===== src/rtl/canvas_layer_compositor_pkg.sv =====
// Shared types, register map offsets and control bit positions for the layer compositor.
package canvas_pkg;

  typedef logic [11:0] rgb12_t;

  localparam int LAYER_STRIDE = 16;
  localparam int OFF_W        = $clog2(LAYER_STRIDE);

  localparam logic [3:0] OFF_CTRL   = 4'h0;
  localparam logic [3:0] OFF_XS_LO  = 4'h1;
  localparam logic [3:0] OFF_XS_HI  = 4'h2;
  localparam logic [3:0] OFF_XE_LO  = 4'h3;
  localparam logic [3:0] OFF_XE_HI  = 4'h4;
  localparam logic [3:0] OFF_YS_LO  = 4'h5;
  localparam logic [3:0] OFF_YS_HI  = 4'h6;
  localparam logic [3:0] OFF_YE_LO  = 4'h7;
  localparam logic [3:0] OFF_YE_HI  = 4'h8;
  localparam logic [3:0] OFF_KEY_LO = 4'h9;
  localparam logic [3:0] OFF_KEY_HI = 4'hA;

  localparam logic [3:0] OFF_GCTRL   = 4'h0;
  localparam logic [3:0] OFF_STATUS  = 4'h1;
  localparam logic [3:0] OFF_FCNT_LO = 4'h2;
  localparam logic [3:0] OFF_FCNT_HI = 4'h3;
  localparam logic [3:0] OFF_BG_LO   = 4'h4;
  localparam logic [3:0] OFF_BG_HI   = 4'h5;

  localparam int CTRL_EN     = 0;
  localparam int CTRL_DIM    = 1;
  localparam int CTRL_KEY_EN = 2;

  typedef struct packed {
    logic [2:0] ctrl;
    logic [9:0] xs;
    logic [9:0] xe;
    logic [9:0] ys;
    logic [9:0] ye;
    rgb12_t     key;
  } layer_cfg_t;

  // Halve each 4-bit channel independently.
  function automatic rgb12_t dim_rgb(input rgb12_t c);
    return (c >> 1) & 12'h777;
  endfunction

endpackage


===== src/rtl/canvas_layer_compositor_if.sv =====
// Avalon-MM slave bus carrying all compositor programming traffic.
interface canvas_layer_compositor_if #(
  parameter int AW = 7
);
  logic          avl_cs;
  logic          avl_rden;
  logic          avl_wren;
  logic [AW-1:0] avl_addr;
  logic [7:0]    avl_wdata;
  logic [7:0]    avl_rdata;

  modport master (
    output avl_cs, avl_rden, avl_wren, avl_addr, avl_wdata,
    input  avl_rdata
  );

  modport slave (
    input  avl_cs, avl_rden, avl_wren, avl_addr, avl_wdata,
    output avl_rdata
  );
endinterface


===== src/rtl/canvas_layer_compositor_hit.sv =====
// Window and transparency-key test for a single layer at the current pixel.
module canvas_layer_hit
  import canvas_pkg::*;
(
  input  logic       en,
  input  logic       key_en,
  input  logic [9:0] xs,
  input  logic [9:0] xe,
  input  logic [9:0] ys,
  input  logic [9:0] ye,
  input  logic [9:0] x,
  input  logic [9:0] y,
  input  rgb12_t     color,
  input  rgb12_t     key,
  output logic       hit
);
  // Half-open window; XS>=XE or YS>=YE naturally never matches.
  assign hit = en && (x >= xs) && (x < xe) && (y >= ys) && (y < ye)
               && !(key_en && (color == key));
endmodule


===== src/rtl/canvas_layer_compositor.sv =====
// NLAYER-input priority compositor with shadowed per-layer windows committed at frame boundaries.
module canvas_layer_compositor
  import canvas_pkg::*;
#(
  parameter int NLAYER = 4,
  parameter int AW     = 7
) (
  input  logic                    clk,
  input  logic                    reset,
  canvas_layer_compositor_if.slave avl,
  input  logic [9:0]              draw_x,
  input  logic [9:0]              draw_y,
  input  logic                    frame_start,
  input  logic [NLAYER*12-1:0]    layer_color,
  output logic [3:0]              red,
  output logic [3:0]              green,
  output logic [3:0]              blue,
  output logic                    commit_done
);
  localparam int IW = AW - OFF_W;

  logic [IW-1:0]    sel;
  logic [OFF_W-1:0] off;
  layer_cfg_t       sh  [NLAYER];
  layer_cfg_t       act [NLAYER];
  logic             auto_commit, pending;
  logic [15:0]      frame_cnt;
  rgb12_t           bg;
  logic             wr_en, rd_en, glob_sel, layer_wr, set_pend;
  logic [7:0]       rd_mux;

  assign sel      = avl.avl_addr[AW-1:OFF_W];
  assign off      = avl.avl_addr[OFF_W-1:0];
  assign rd_en    = avl.avl_cs & avl.avl_rden;
  assign wr_en    = avl.avl_cs & avl.avl_wren & ~avl.avl_rden;
  assign glob_sel = (sel == IW'(NLAYER));
  assign layer_wr = wr_en && (sel < IW'(NLAYER)) && (off <= OFF_KEY_HI);
  assign set_pend = (layer_wr & auto_commit)
                  | (wr_en & glob_sel & (off == OFF_GCTRL) & avl.avl_wdata[0]);

  // The copy uses pre-edge shadow values, so a colliding write is excluded.
  always_ff @(posedge clk or negedge reset) begin
    if (!reset) begin
      for (int i = 0; i < NLAYER; i++) begin
        sh[i]  <= '0;
        act[i] <= '0;
      end
      auto_commit <= 1'b0;
      pending     <= 1'b0;
      frame_cnt   <= '0;
      bg          <= '0;
      commit_done <= 1'b0;
    end else begin
      commit_done <= frame_start & pending;
      pending     <= set_pend | (pending & ~frame_start);
      if (frame_start) frame_cnt <= frame_cnt + 16'd1;
      for (int i = 0; i < NLAYER; i++) begin
        if (frame_start && pending) act[i] <= sh[i];
        if (wr_en && sel == IW'(i)) begin
          case (off)
            OFF_CTRL:   sh[i].ctrl       <= avl.avl_wdata[2:0];
            OFF_XS_LO:  sh[i].xs[7:0]    <= avl.avl_wdata;
            OFF_XS_HI:  sh[i].xs[9:8]    <= avl.avl_wdata[1:0];
            OFF_XE_LO:  sh[i].xe[7:0]    <= avl.avl_wdata;
            OFF_XE_HI:  sh[i].xe[9:8]    <= avl.avl_wdata[1:0];
            OFF_YS_LO:  sh[i].ys[7:0]    <= avl.avl_wdata;
            OFF_YS_HI:  sh[i].ys[9:8]    <= avl.avl_wdata[1:0];
            OFF_YE_LO:  sh[i].ye[7:0]    <= avl.avl_wdata;
            OFF_YE_HI:  sh[i].ye[9:8]    <= avl.avl_wdata[1:0];
            OFF_KEY_LO: sh[i].key[7:0]   <= avl.avl_wdata;
            OFF_KEY_HI: sh[i].key[11:8]  <= avl.avl_wdata[3:0];
            default: ;
          endcase
        end
      end
      if (wr_en && glob_sel) begin
        case (off)
          OFF_GCTRL: auto_commit <= avl.avl_wdata[1];
          OFF_BG_LO: bg[7:0]     <= avl.avl_wdata;
          OFF_BG_HI: bg[11:8]    <= avl.avl_wdata[3:0];
          default: ;
        endcase
      end
    end
  end

  always_comb begin
    rd_mux = '0;
    for (int i = 0; i < NLAYER; i++) begin
      if (sel == IW'(i)) begin
        case (off)
          OFF_CTRL:   rd_mux = {5'b0, sh[i].ctrl};
          OFF_XS_LO:  rd_mux = sh[i].xs[7:0];
          OFF_XS_HI:  rd_mux = {6'b0, sh[i].xs[9:8]};
          OFF_XE_LO:  rd_mux = sh[i].xe[7:0];
          OFF_XE_HI:  rd_mux = {6'b0, sh[i].xe[9:8]};
          OFF_YS_LO:  rd_mux = sh[i].ys[7:0];
          OFF_YS_HI:  rd_mux = {6'b0, sh[i].ys[9:8]};
          OFF_YE_LO:  rd_mux = sh[i].ye[7:0];
          OFF_YE_HI:  rd_mux = {6'b0, sh[i].ye[9:8]};
          OFF_KEY_LO: rd_mux = sh[i].key[7:0];
          OFF_KEY_HI: rd_mux = {4'b0, sh[i].key[11:8]};
          default: ;
        endcase
      end
    end
    if (glob_sel) begin
      case (off)
        OFF_GCTRL:   rd_mux = {6'b0, auto_commit, 1'b0};
        OFF_STATUS:  rd_mux = {7'b0, pending};
        OFF_FCNT_LO: rd_mux = frame_cnt[7:0];
        OFF_FCNT_HI: rd_mux = frame_cnt[15:8];
        OFF_BG_LO:   rd_mux = bg[7:0];
        OFF_BG_HI:   rd_mux = {4'b0, bg[11:8]};
        default: ;
      endcase
    end
  end

  always_ff @(posedge clk or negedge reset) begin
    if (!reset)     avl.avl_rdata <= '0;
    else if (rd_en) avl.avl_rdata <= rd_mux;
  end

  logic [NLAYER-1:0] hit, hit_q, dim_q;
  rgb12_t            col_q [NLAYER];
  rgb12_t            pix;

  for (genvar g = 0; g < NLAYER; g++) begin : g_hit
    canvas_layer_hit u_hit (
      .en     (act[g].ctrl[CTRL_EN]),
      .key_en (act[g].ctrl[CTRL_KEY_EN]),
      .xs     (act[g].xs),
      .xe     (act[g].xe),
      .ys     (act[g].ys),
      .ye     (act[g].ye),
      .x      (draw_x),
      .y      (draw_y),
      .color  (layer_color[12*g +: 12]),
      .key    (act[g].key),
      .hit    (hit[g])
    );
  end

  always_ff @(posedge clk or negedge reset) begin
    if (!reset) begin
      hit_q <= '0;
      dim_q <= '0;
      for (int i = 0; i < NLAYER; i++) col_q[i] <= '0;
      {red, green, blue} <= '0;
    end else begin
      hit_q <= hit;
      for (int i = 0; i < NLAYER; i++) begin
        dim_q[i] <= act[i].ctrl[CTRL_DIM];
        col_q[i] <= layer_color[12*i +: 12];
      end
      {red, green, blue} <= pix;
    end
  end

  // Scan from the bottom layer up so the lowest-index hit wins.
  always_comb begin
    pix = bg;
    for (int i = NLAYER - 1; i >= 0; i--) begin
      if (hit_q[i]) pix = dim_q[i] ? dim_rgb(col_q[i]) : col_q[i];
    end
  end

endmodule


===== src/flat_wrapper.sv =====
// flat-port wrapper written by rule: the top's interface ports become plain ports
module canvas_layer_compositor_flat import canvas_pkg::*;
#(
  parameter int NLAYER = 4,
  parameter int AW     = 7
)
  (clk, reset, draw_x, draw_y, frame_start, layer_color, red, green, blue, commit_done, avl_avl_cs, avl_avl_rden, avl_avl_wren, avl_avl_addr, avl_avl_wdata, avl_avl_rdata);
  canvas_layer_compositor_if #(.AW(AW)) avl_i ();
  input  logic clk;
  input  logic reset;
  input  logic [9:0] draw_x;
  input  logic [9:0] draw_y;
  input  logic frame_start;
  input  logic [NLAYER*12-1:0] layer_color;
  output logic [3:0] red;
  output logic [3:0] green;
  output logic [3:0] blue;
  output logic commit_done;
  input wire logic [$bits(avl_i.avl_cs)-1:0] avl_avl_cs;
  input wire logic [$bits(avl_i.avl_rden)-1:0] avl_avl_rden;
  input wire logic [$bits(avl_i.avl_wren)-1:0] avl_avl_wren;
  input wire logic [$bits(avl_i.avl_addr)-1:0] avl_avl_addr;
  input wire logic [$bits(avl_i.avl_wdata)-1:0] avl_avl_wdata;
  output wire logic [$bits(avl_i.avl_rdata)-1:0] avl_avl_rdata;
  assign avl_i.avl_cs = avl_avl_cs;
  assign avl_i.avl_rden = avl_avl_rden;
  assign avl_i.avl_wren = avl_avl_wren;
  assign avl_i.avl_addr = avl_avl_addr;
  assign avl_i.avl_wdata = avl_avl_wdata;
  assign avl_avl_rdata = avl_i.avl_rdata;
  canvas_layer_compositor #(.NLAYER(NLAYER), .AW(AW)) u_core (.clk(clk), .reset(reset), .avl(avl_i), .draw_x(draw_x), .draw_y(draw_y), .frame_start(frame_start), .layer_color(layer_color), .red(red), .green(green), .blue(blue), .commit_done(commit_done));
endmodule

===== config.mk =====
export PLATFORM = sky130hd
export DESIGN_NAME = canvas_layer_compositor_flat
export DESIGN_NICKNAME = d
export VERILOG_FILES = /design/src/rtl/canvas_layer_compositor_pkg.sv /design/src/rtl/canvas_layer_compositor_if.sv /design/src/rtl/canvas_layer_compositor_hit.sv /design/src/rtl/canvas_layer_compositor.sv /design/src/flat_wrapper.sv
export SDC_FILE = /design/constraint.sdc
export NUM_CORES = 1
export LEC_CHECK = 0
export CORE_MARGIN = 1
export CORE_UTILIZATION = 40
export DETAILED_ROUTE_END_ITERATION = 16
export PLACE_DENSITY = 0.57
export SLEW_MARGIN = 10
export SYNTH_ARGS = -nofsm -noshare
export SYNTH_HDL_FRONTEND = slang
export SYNTH_SLANG_ARGS = --single-unit

===== constraint.sdc =====
create_clock -name clk -period 2.5 [get_ports clk]
set_clock_uncertainty 0.1 [all_clocks]
set_input_delay 0.25 -clock clk [delete_from_list [all_inputs] [get_ports clk]]
set_output_delay 0.25 -clock clk [all_outputs]
set_load 0.1 [all_outputs]

Word-level counts from Yosys, hierarchy flattened

Index checks and enable logic that the tools add are counted.

Register bits after elaboration: 547
Bits in latches: 0
Memory bits (writable): 0
ROM bits: 0
Bits of input ports: 89
Output and inout bits: 21
Word-level logic and storage cells: 237
Memories: 0

Add/sub/neg operators: 1
Multiply operators: 0
Div/mod/pow operators: 0
Magnitude comparators: 18
Eq/ne operators: 18
Shift operators: 0
Muxes and demuxes: 18
Bitwise operators: 13
Reductions and logical operators: 85

Operators by type and width:

| kind                                                  | count |
|---|---|
| one-hot mux 8 bit (11 select lines)                   | 4 |
| two-way mux 12 bit                                    | 8 |
| AND reduction 2 bit                                   | 47 |
| greater-or-equal comparator 10 bit                    | 8 |
| < comparator 10 bit                                   | 8 |
| equality test 12 bit                                  | 4 |
| one-hot mux 8 bit (6 select lines)                    | 1 |
| two-way mux 8 bit                                     | 5 |
| logical AND 1 bit                                     | 32 |
| adder 16 x 1 -> 16 bit, second input constant         | 1 |
| equality test 4 x 3 -> 1 bit, second input constant   | 4 |
| equality test 4 bit, second input constant            | 3 |
| AND 1 bit                                             | 9 |
| equality test 4 x 2 -> 1 bit, second input constant   | 2 |
| equality test 3 x 2 -> 1 bit, second input constant   | 2 |
| equality test 4 x 1 -> 1 bit, second input constant   | 1 |
| less-or-equal comparator 4 bit, second input constant | 1 |
| zero test 1 bit                                       | 4 |
| zero test 4 bit                                       | 1 |
| equality test 3 x 1 -> 1 bit, second input constant   | 1 |
| equality test 3 bit, second input constant            | 1 |
| zero test 3 bit                                       | 1 |
| < comparator 3 bit, second input constant             | 1 |
| inverter 1 bit                                        | 2 |
| OR 1 bit                                              | 2 |

Longest topological paths before layout

Gate-level depths: netlist of run 1.

Depth after elaboration: 11
Gate-level depth with buffers: 10
Gate-level depth less buffers: 9

Cells and area by module

Synthesis of run 1 repeated with hierarchy kept, for this count alone.

Cells, all modules: 2217
Area, all modules: 27332.5 sq um

By module, submodules not included:

| module                                        | times used | cells an instance | area each (sq um) | seq. area each (sq um) |
|---|---|---|---|---|
| canvas_layer_compositor                       | 1          | 1646              | 23082.1           | 13688.1 |
| canvas_layer_hit at u_core.g_hit[1].u_hit ... | 3          | 144               | 1057.3            | 0.0 |
| canvas_layer_hit at u_core.g_hit[0].u_hit     | 1          | 139               | 1078.5            | 0.0 |

Worst setup path after synthesis of run 1

Ideal clock, no wire load.

Path type: in2reg
From: input port avl_avl_addr[6]
To: register u_core.sh[108] (netlist bit)
Setup time: 0.125 ns
Data arrival time: 1.652 ns
Data required time: 2.275 ns
Setup slack: 0.623 ns
Stages on the path: 6
Buffers on the path: 2
Cell sequence: buf_2 nor3b_2 nand2b_1 buf_2 nor2_1 mux2_2

Longest elaborated chain between the ends: 3

Ends and longest elaborated chain:

| item                                 | RTL line                      | source |
|---|---|---|
| from (decl)                          | flat_wrapper.sv:22            | `input wire logic [$bits(avl_i.avl_addr)-1:0] avl_avl_addr;` |
| equality test 3 x 2 -> 1 bit         | canvas_layer_compositor.sv:59 | `if (wr_en && sel == IW'(i)) begin` |
| logical AND 1 bit                    | canvas_layer_compositor.sv:59 |  |
| AND reduction 2 bit (no source line) | n/a                           |  |
| to (decl)                            | canvas_layer_compositor.sv:24 | `layer_cfg_t sh [NLAYER];` |

No other way between the ends.
A chain may end at the register's enable or synchronous reset.

Worst setup path after layout of run 1

From: register u_core.sh[198] (netlist bit)
To: register u_core.avl.avl_rdata[1]

Longest elaborated chain between the ends: 10

Ends and longest elaborated chain:

| item                                  | RTL line                         | source |
|---|---|---|
| one-hot mux 8 bit (11 select lines) * | canvas_layer_compositor.sv:91    | `case (off)` |
| two-way mux 8 bit *                   | canvas_layer_compositor.sv:90    | `if (sel == IW'(i)) begin` |
| one-hot mux 8 bit (11 select lines)   | canvas_layer_compositor.sv:91    |  |
| two-way mux 8 bit *                   | canvas_layer_compositor.sv:90    |  |
| one-hot mux 8 bit (11 select lines)   | canvas_layer_compositor.sv:91    |  |
| two-way mux 8 bit *                   | canvas_layer_compositor.sv:90    |  |
| one-hot mux 8 bit (11 select lines)   | canvas_layer_compositor.sv:91    |  |
| two-way mux 8 bit *                   | canvas_layer_compositor.sv:90    |  |
| one-hot mux 8 bit (6 select lines)    | canvas_layer_compositor.sv:108   | `case (off)` |
| two-way mux 8 bit *                   | canvas_layer_compositor.sv:107   | `if (glob_sel) begin` |
| to (signal assigned)                  | canvas_layer_compositor.sv:122   | `else if (rd_en) avl.avl_rdata <= rd_mux;` |
| to (decl)                             | canvas_layer_compositor_if.sv:19 | `output avl_rdata` |

Every way passes the cells marked *; elsewhere a longest branch is shown, timed or not.

==> results of run 1 <==
==> placed cells by master, fill, tap and decap left out, types with 20 or more instances in the layout <==
master | synthesis | routed
dfrtp_1 | 547 | 547
nor2_1 | 77 | 77
nand2b_1 | 22 | 22
mux2i_1 | 61 | 61
nand2_1 | 229 | 228
a211oi_1 | 30 | 30
mux2_2 | 328 | 328
a22oi_1 | 26 | 26
inv_1 | 154 | 154
clkdlybuf4s50_1 | 0 | 81
buf_4 | 9 | 238
xor2_1 | 33 | 33
clkbuf_16 | 0 | 59
nand3_1 | 20 | 20
nand4_1 | 23 | 23
ha_1 | 153 | 153
a21oi_1 | 92 | 92
nor2b_1 | 27 | 27
o21ai_0 | 190 | 189
xnor2_1 | 30 | 30
a21o_1 | 21 | 21
buf_12 | 0 | 31
==> flip-flops by register name (all words and copies together), names as in the netlist, 4 cells and up <==
name,flops
u_core.frame_cnt,16
u_core.green,4
u_core.col_q,48
u_core.sh,220
u_core.act,220
u_core.avl.avl_rdata,8
u_core.dim_q,4
u_core.hit_q,4
u_core.bg,12
u_core.blue,4
u_core.red,4
==> path summary, 6_finish.rpt <==
| check | from | endpoint | slack (ns) | depth (start not counted) |
|---|---|---|---|---|
| worst max register to register | u_core.sh[198] | u_core.avl.avl_rdata[1] | 0.06 | 8 |
| min in group asynchronous | reset | u_core.sh[213] | 0.54 | 3 |
| worst min-delay path | avl_avl_wdata[0] | u_core.sh[107] | 0.03 | 3 |
| worst min register to register | u_core.act[218] | u_core.dim_q[0] | 0.27 | 0 |
| worst max-delay path | u_core.sh[198] | u_core.avl.avl_rdata[1] | 0.06 | 8 |
| max in group asynchronous | reset | u_core.avl.avl_rdata[5] | 0.82 | 4 |
==> metal layers <==
layer / global-route usage (%) / share of wire, % / wire length [um] / vias up
met2: 45.76 / 46 / 44790 / 643
met4: 8.802 / 3.2 / 3116 / 0
li1: - / - / - / 9111
met1: 40.48 / 45 / 43430 / 10450
met3: 3.800 / 5.8 / 5601 / 147
met5: 0 / 0 / 0 / -
==> critical path: stages (launching register included) <==
cell and delay (ns):
dfrtp_1 0.40, mux2i_1 0.36, nor2_1 0.07, a2111oi_0 0.35, buf_4 0.20, nand3_1 0.17
a32oi_1 0.45, buf_4 0.19, o21ai_1 0.05
==> layout make-up <==
type	count	share of cell area, %
inverters	155	1.787
clock inverters	29	1.138
well taps	864	3.277
repair buffers	362	10.04
clock buffers	81	5.212
flip-flops and latches	547	41.50
multi-input cells	1572	37.04
==> stage by stage <==
step | std cells | worst slack, ns | setup TNS, ns | util (%)
floorplan | 2392 | 0.6229 | 0 | -
global placement | 3495 | -0.9214 | -3.421 | 46.45
detailed placement | 3495 | -0.8972 | -4.309 | 46.45
CTS | 3610 | 0.02945 | 0 | 49.71
global route | 3610 | 0.02757 | 0 | 49.73
finish | 3610 | 0.05664 | 0 | 49.73
==> cells in the mapped netlist, drive strengths merged, types with 21 or more instances <==
cell type and instances:
buf 57, a22oi 27, nand2b 22, nand2 230, xnor2 30, mux2i 61, mux2 329, nor2b 27
nor2 95, clkbuf 61, inv 155, nand4 23, xor2 33, a21o 21, dfrtp 547, a21oi 92
ha 153, o21ai 194, a211oi 31
==> where the power goes <==
| part | internal (mW) | total, mW | switching (mW) |
|---|---|---|---|
| clock | 5.55 | 9.40 | 3.84 |
| sequential | 9.23 | 9.55 | 0.322 |
| combinational | 0.922 | 2.34 | 1.42 |
| total | 15.7 | 21.3 | 5.59 |
==> cell families after synthesis <==
logic type | count (synthesis) | share of synthesized area, %
xor+xnor | 63 | 2.043
simple gates | 473 | 8.328
fa+ha+maj | 153 | 7.087
mux | 391 | 16.06
compound gates | 492 | 11.53
buf+inv | 273 | 4.280
flops | 547 | 50.67
==> repair_timing <==
| item | CTS | global route |
|---|---|---|
| pin swaps | 1 | 1 |
| hold buffers | 5 | 0 |
| endpoints found under the hold margin | 456 | 0 |
| gates resized for setup | 4 | 2 |
| endpoints found under the setup margin | 1 | 1 |
==> load_flow_metrics.sql, run 1 <==
INSERT INTO impl_metrics (metric_group, metric, value, unit) VALUES
('clock_network', 'cts_post_setup_buffers_inserted', '0', ''),
('timing', 'fmax', '409.3', 'MHz'),
('drt', 'avgViaCountPerCell', '5.638', ''),
('pwr', 'leakagePower', '16.04', 'nW'),
('setup_path', 'crit_fanout', '3', ''),
('drt', 'ant_nets', '0', ''),
('timing', 'hold_viol_final', '0', ''),
('floorplan', 'die-width', '261.9', 'um'),
('setup_path', 'path_class', 'flop to flop', ''),
('finish', 'register_area', '0.01369', 'mm^2'),
('finish', 'post_layout_instance_area', '0.03299', 'mm^2'),
('yosys', 'mappedNetlistNets', '2634', ''),
('yosys', 'synth_top_cells_by_area', 'dfrtp_1, mux2_2, ha_1', ''),
('yosys', 'synth_ff_type', 'dfrtp_1', ''),
('setup_path', 'critical_path_required', '2.92', 'ns'),
('job', 'timing.max_cap.violations', '0', ''),
('yosys', 'synth-edff-count', '0', ''),
('finish', 'net_total_in_the_final_layout', '2939', ''),
('placed_design', 'gpl.final_weighted_congestion', '1.012', ''),
('clock_network', 'later_pin_clock_latency_in_the_skew_report', '0.65', 'ns'),
('floorplan', 'design.core.area', '0.06633', 'mm^2'),
('clock_network', 'clock_tree.buffer_depth', '3', ''),
('drt', 'dr_total_vias', '20350', ''),
('finish', 'multi_input_area', '0.01222', 'mm^2'),
('global_route', 'grt_remaining_overflow', '0', ''),
('yosys', 'synthesis.instances', '2392', ''),
('finish', 'syn_to_final_growth', '22.11', '%'),
('setup_path', 'crit_path_start_kind', 'flop', ''),
('timing', 'final_max_slew_viol_count', '0', ''),
('clock_network', 'clock_sinks', '547', ''),
('pwr', 'worst_ir_drop_vdd', '0.5342', 'mV'),
('floorplan', 'num_io_pins', '110', ''),
('pwr', 'cellPowerDensity', '645.6', 'mW/mm^2'),
('setup_path', 'critPathCaptureType', 'flop', ''),
('timing', 'final.hold.worst_slack', '0.02578', 'ns'),
('yosys', 'async_flop_share', '100.0', '%'),
('global_route', 'grt_pass1_wl', '141200', 'um'),
('drt', 'detailedRoute.firstIterationViolations', '1923', ''),
('drt', 'drt_pre_antenna_iters', '6', ''),
('floorplan', 'std_cell_rows', '94', ''),
('drt', 'post_drt_wl_per_cell', '26.85', 'um'),
('floorplan', 'die_area', '0.06858', 'mm^2'),
('yosys', 'yosysTopAreaCell', 'dfrtp_1', ''),
('yosys', 'yosys_warnings', '0', ''),
('clock_network', 'clk_root_buffer_cell', 'clkbuf_16', ''),
('finish', 'diodes', '0', ''),
('timing', 'min_period_over_period', '97.73', '%'),
('yosys', 'synth.avg_cell_area', '11.29', 'um^2'),
('placed_design', 'total_cell_area_at_the_placement_stage', '0.03081', 'mm^2'),
('finish', 'post_route_cells_drive_above_1_share', '27.24', '%'),
('yosys', 'portion_of_the_post_synthesis_area_used_by_sequential_elements', '50.67', '%'),
('timing', 'grt_setup_unrepaired', 'false', ''),
('placed_design', 'placement.io_buffers', '109', ''),
('global_route', 'grt_pass1_vias', '20420', ''),
('placed_design', 'dpl.hpwl', '75020', 'um'),
('timing', 'setup_viol_count_final', '0', ''),
('global_route', 'grt_antenna_before_repair', '0', ''),
('yosys', 'synth.lib_cells_used.distinct', '80', ''),
('pwr', 'report.power.total', '21.29', 'mW'),
('clock_network', 'clock_tree_from_tritoncts', 'yes', ''),
('clock_network', 'cts_inserted_buffers', '59', ''),
('run_status', 'run_status', 'complete, no violations', ''),
('drt', 'finalWirelength', '96940', 'um'),
('setup_path', 'worst-endpoint-arrival', '2.86', 'ns'),
('timing', 'tightestPinTransition', '0.7785', 'ns'),
('clock_network', 'maximum_level_of_the_cts_h_tree', '2', ''),
('clock_network', 'clkTransAtPathRegs', '0.06', 'ns'),
('timing', 'slew_headroom', '48.10', '%'),
('drt', 'drt_drc_violations_left', '0', ''),
('floorplan', 'die_height', '261.9', 'um'),
('global_route', 'largest_net_degree_at_the_start_of_global_routing', '109', ''),
('min_path', 'hold_class', 'input port to flop', ''),
('finish', 'fillerInstances', '5995', ''),
('yosys', 'syn_std_cell_area', '0.02701', 'mm^2'),
('yosys', 'ys_seq_elements', '547', ''),
('global_route', 'groute.usage.overall', '28.66', '%'),
('timing', 'final_period_minus_worst_setup_slack', '2.443', 'ns'),
('floorplan', 'initial_core_util', '40.72', '%'),
('yosys', 'synth_top_area_share', '50.67', '%');
Power figures use the tool's default switching activity.
==> run 2: changes to the inputs <==
--- a/config.mk
+++ b/config.mk
@@ -8,6 +8,7 @@
 export CORE_MARGIN = 1
 export CORE_UTILIZATION = 40
 export DETAILED_ROUTE_END_ITERATION = 16
+export GPL_TIMING_DRIVEN = 0
 export PLACE_DENSITY = 0.57
 export SLEW_MARGIN = 10
 export SYNTH_ARGS = -nofsm -noshare
==> load_flow_metrics.sql, run 2 (synthesized netlist as in run 1, its figures left out) <==
INSERT INTO impl_metrics (metric_group, metric, value, unit) VALUES
('drt', 'drt_drc_violations_left', '0', ''),
('setup_path', 'critical_path_required', '2.84', 'ns'),
('global_route', 'grt_remaining_overflow', '0', ''),
('finish', 'multi_input_area', '0.01239', 'mm^2'),
('clock_network', 'clk_root_buffer_cell', 'clkbuf_16', ''),
('min_path', 'hold_class', 'input port to flop', ''),
('timing', 'setup_viol_count_final', '2', ''),
('drt', 'dr_total_vias', '20410', ''),
('timing', 'fmax', '394.0', 'MHz'),
('setup_path', 'crit_fanout', '8', ''),
('global_route', 'grt_pass1_vias', '20580', ''),
('timing', 'min_period_over_period', '101.5', '%'),
('finish', 'finalNonFillerCells', '3477', ''),
('timing', 'final_period_minus_worst_setup_slack', '2.538', 'ns'),
('clock_network', 'clkTransAtPathRegs', '0.06', 'ns'),
('setup_path', 'crit_path_start_kind', 'input port', ''),
('finish', 'post_layout_instance_area', '0.03142', 'mm^2'),
('drt', 'drt_pre_antenna_iters', '6', ''),
('finish', 'reg.largest.list', 'u_core.act: 220 flops, u_core.sh: 220 flops, u_core.col_q: 48 flops', ''),
('clock_network', 'clock_tree_from_tritoncts', 'yes', ''),
('timing', 'final_max_slew_viol_count', '0', ''),
('placed_design', 'dp_cells', '3364', ''),
('drt', 'finalWirelength', '103400', 'um'),
('placed_design', 'dpl.hpwl', '78020', 'um'),
('floorplan', 'die-width', '261.9', 'um'),
('drt', 'detailedRoute.firstIterationViolations', '1801', ''),
('clock_network', 'maximum_level_of_the_cts_h_tree', '2', ''),
('floorplan', 'die_area', '0.06858', 'mm^2'),
('run_status', 'violations_in_the_final_reports', 'negative setup slack', ''),
('finish', 'fillerInstances', '6155', ''),
('floorplan', 'design.core.area', '0.06633', 'mm^2'),
('timing', 'tightestPinTransition', '1.400', 'ns'),
('placed_design', 'gpl.final_weighted_congestion', '1.021', ''),
('floorplan', 'die_height', '261.9', 'um'),
('placed_design', 'placement.io_buffers', '103', ''),
('clock_network', 'clock_tree.buffer_depth', '3', ''),
('drt', 'ant_nets', '0', ''),
('drt', 'avgViaCountPerCell', '5.869', ''),
('finish', 'register_area', '0.01369', 'mm^2'),
('timing', 'hold_viol_final', '0', ''),
('floorplan', 'std_cell_rows', '94', ''),
('finish', 'layout.cells.most_common', 'dfrtp_1', ''),
('global_route', 'grt_pass1_wl', '146900', 'um'),
('job', 'timing.max_cap.violations', '0', ''),
('clock_network', 'clock_sinks', '547', ''),
('pwr', 'worst_ir_drop_vdd', '0.5210', 'mV'),
('global_route', 'largest_net_degree_at_the_start_of_global_routing', '114', ''),
('pwr', 'cellPowerDensity', '645.2', 'mW/mm^2'),
('setup_path', 'path_class', 'input port to flop', ''),
('finish', 'post_route_cells_drive_above_1_share', '21.21', '%'),
('floorplan', 'num_io_pins', '110', ''),
('pwr', 'leakagePower', '15.03', 'nW'),
('timing', 'finalWorstSetupSlack', '-0.03816', 'ns'),
('drt', 'post_drt_wl_per_cell', '29.73', 'um'),
('clock_network', 'later_pin_clock_latency_in_the_skew_report', '0.64', 'ns'),
('finish', 'syn_to_final_growth', '16.32', '%'),
('finish', 'layout.cells.most_common_list', 'dfrtp_1, mux2_2, nand2_1', ''),
('global_route', 'grt_antenna_before_repair', '3', ''),
('setup_path', 'worst-endpoint-arrival', '2.88', 'ns'),
('clock_network', 'cts_inserted_buffers', '58', ''),
('floorplan', 'initial_core_util', '40.72', '%'),
('finish', 'net_total_in_the_final_layout', '2810', ''),
('global_route', 'groute.usage.overall', '30.39', '%'),
('setup_path', 'critPathCaptureType', 'flop', ''),
('timing', 'slew_headroom', '6.667', '%'),
('run_status', 'run_status', 'finished with violations', ''),
('placed_design', 'total_cell_area_at_the_placement_stage', '0.02927', 'mm^2');
run 2: routing by layer:
layer	wire length [um]	track usage, %	up-vias	share of wire [%]
li1	-	-	8847	-
met1	45810	42.61	10570	44
met2	46370	46.76	791	45
met3	6538	4.533	201	6.3
met4	4645	13.13	0	4.5
met5	0	0	-	0
run 2: area by class of cell:
type / instances / share of cell area (%)
Sequential cell: 547 / 43.56
Multi-Input combinational cell: 1572 / 39.43
Clock buffer: 83 / 5.236
Timing Repair Buffer: 116 / 3.918
Tap cell: 864 / 3.440
Buffer: 118 / 1.939
Inverter: 155 / 1.864
Clock inverter: 21 / 0.5973
Antenna cell: 1 / 0.007964
run 2: worst paths after layout:
| check | start | end | slack (ns) | cells after the start |
|---|---|---|---|---|
| min in group asynchronous | reset | u_core.act[192] | 0.09 | 2 |
| worst min register to register | u_core.act[53] | u_core.dim_q[3] | 0.28 | 0 |
| worst min-delay path | layer_color[22] | u_core.col_q[34] | 0.02 | 1 |
| worst max-delay path | draw_y[9] | u_core.hit_q[0] | -0.04 | 8 |
| worst max register to register | u_core.act[150] | u_core.hit_q[1] | 0.01 | 9 |
| max in group asynchronous | reset | u_core.act[6] | 0.79 | 4 |
run 2: worst max-delay path, stage by stage:
cell and delay (ns):
dlygate4sd2_1 0.79, ha_1 0.37, nand4_1 0.13, o22ai_1 0.10
nor4b_1 0.22, and3_1 0.20, o311ai_0 0.16, nor4_2 0.64
run 2: what timing repair did:
item                                    in CTS  in global routing
setup buffers                                3                  1
endpoints found under the setup margin     117                 90
pin swaps                                    8                  6
hold buffers                                 4                  0
endpoints found under the hold margin      130                  0
resized for setup                           74                 36
run 2: stage by stage:
step           hold WS (ns)  power [mW]  util [%]  setup WS [ns]   TNS, ns
4_1_cts            0.004102       20.34     47.20       -0.09472   -0.1585
5_1_grt             0.01491       20.97     47.36       -0.02082  -0.02082
2_1_floorplan       -0.1456       10.71         -         0.6229         0
3_5_place_dp         0.1494       11.87     44.12         -2.089   -137.58
6_report            0.02265       20.27     47.37       -0.03816  -0.04962
3_3_place_gp         0.2680       11.81     43.91         -23.23         -
run 2: report_power, final:
part | total (mW) | leakage, nW | internal (mW) | switching, mW
Clock | 8.50 | 0.902 | 4.77 | 3.73
Combinational | 2.23 | 7.36 | 0.756 | 1.48
Sequential | 9.54 | 6.77 | 9.23 | 0.306
Total | 20.3 | 15.0 | 14.8 | 5.51
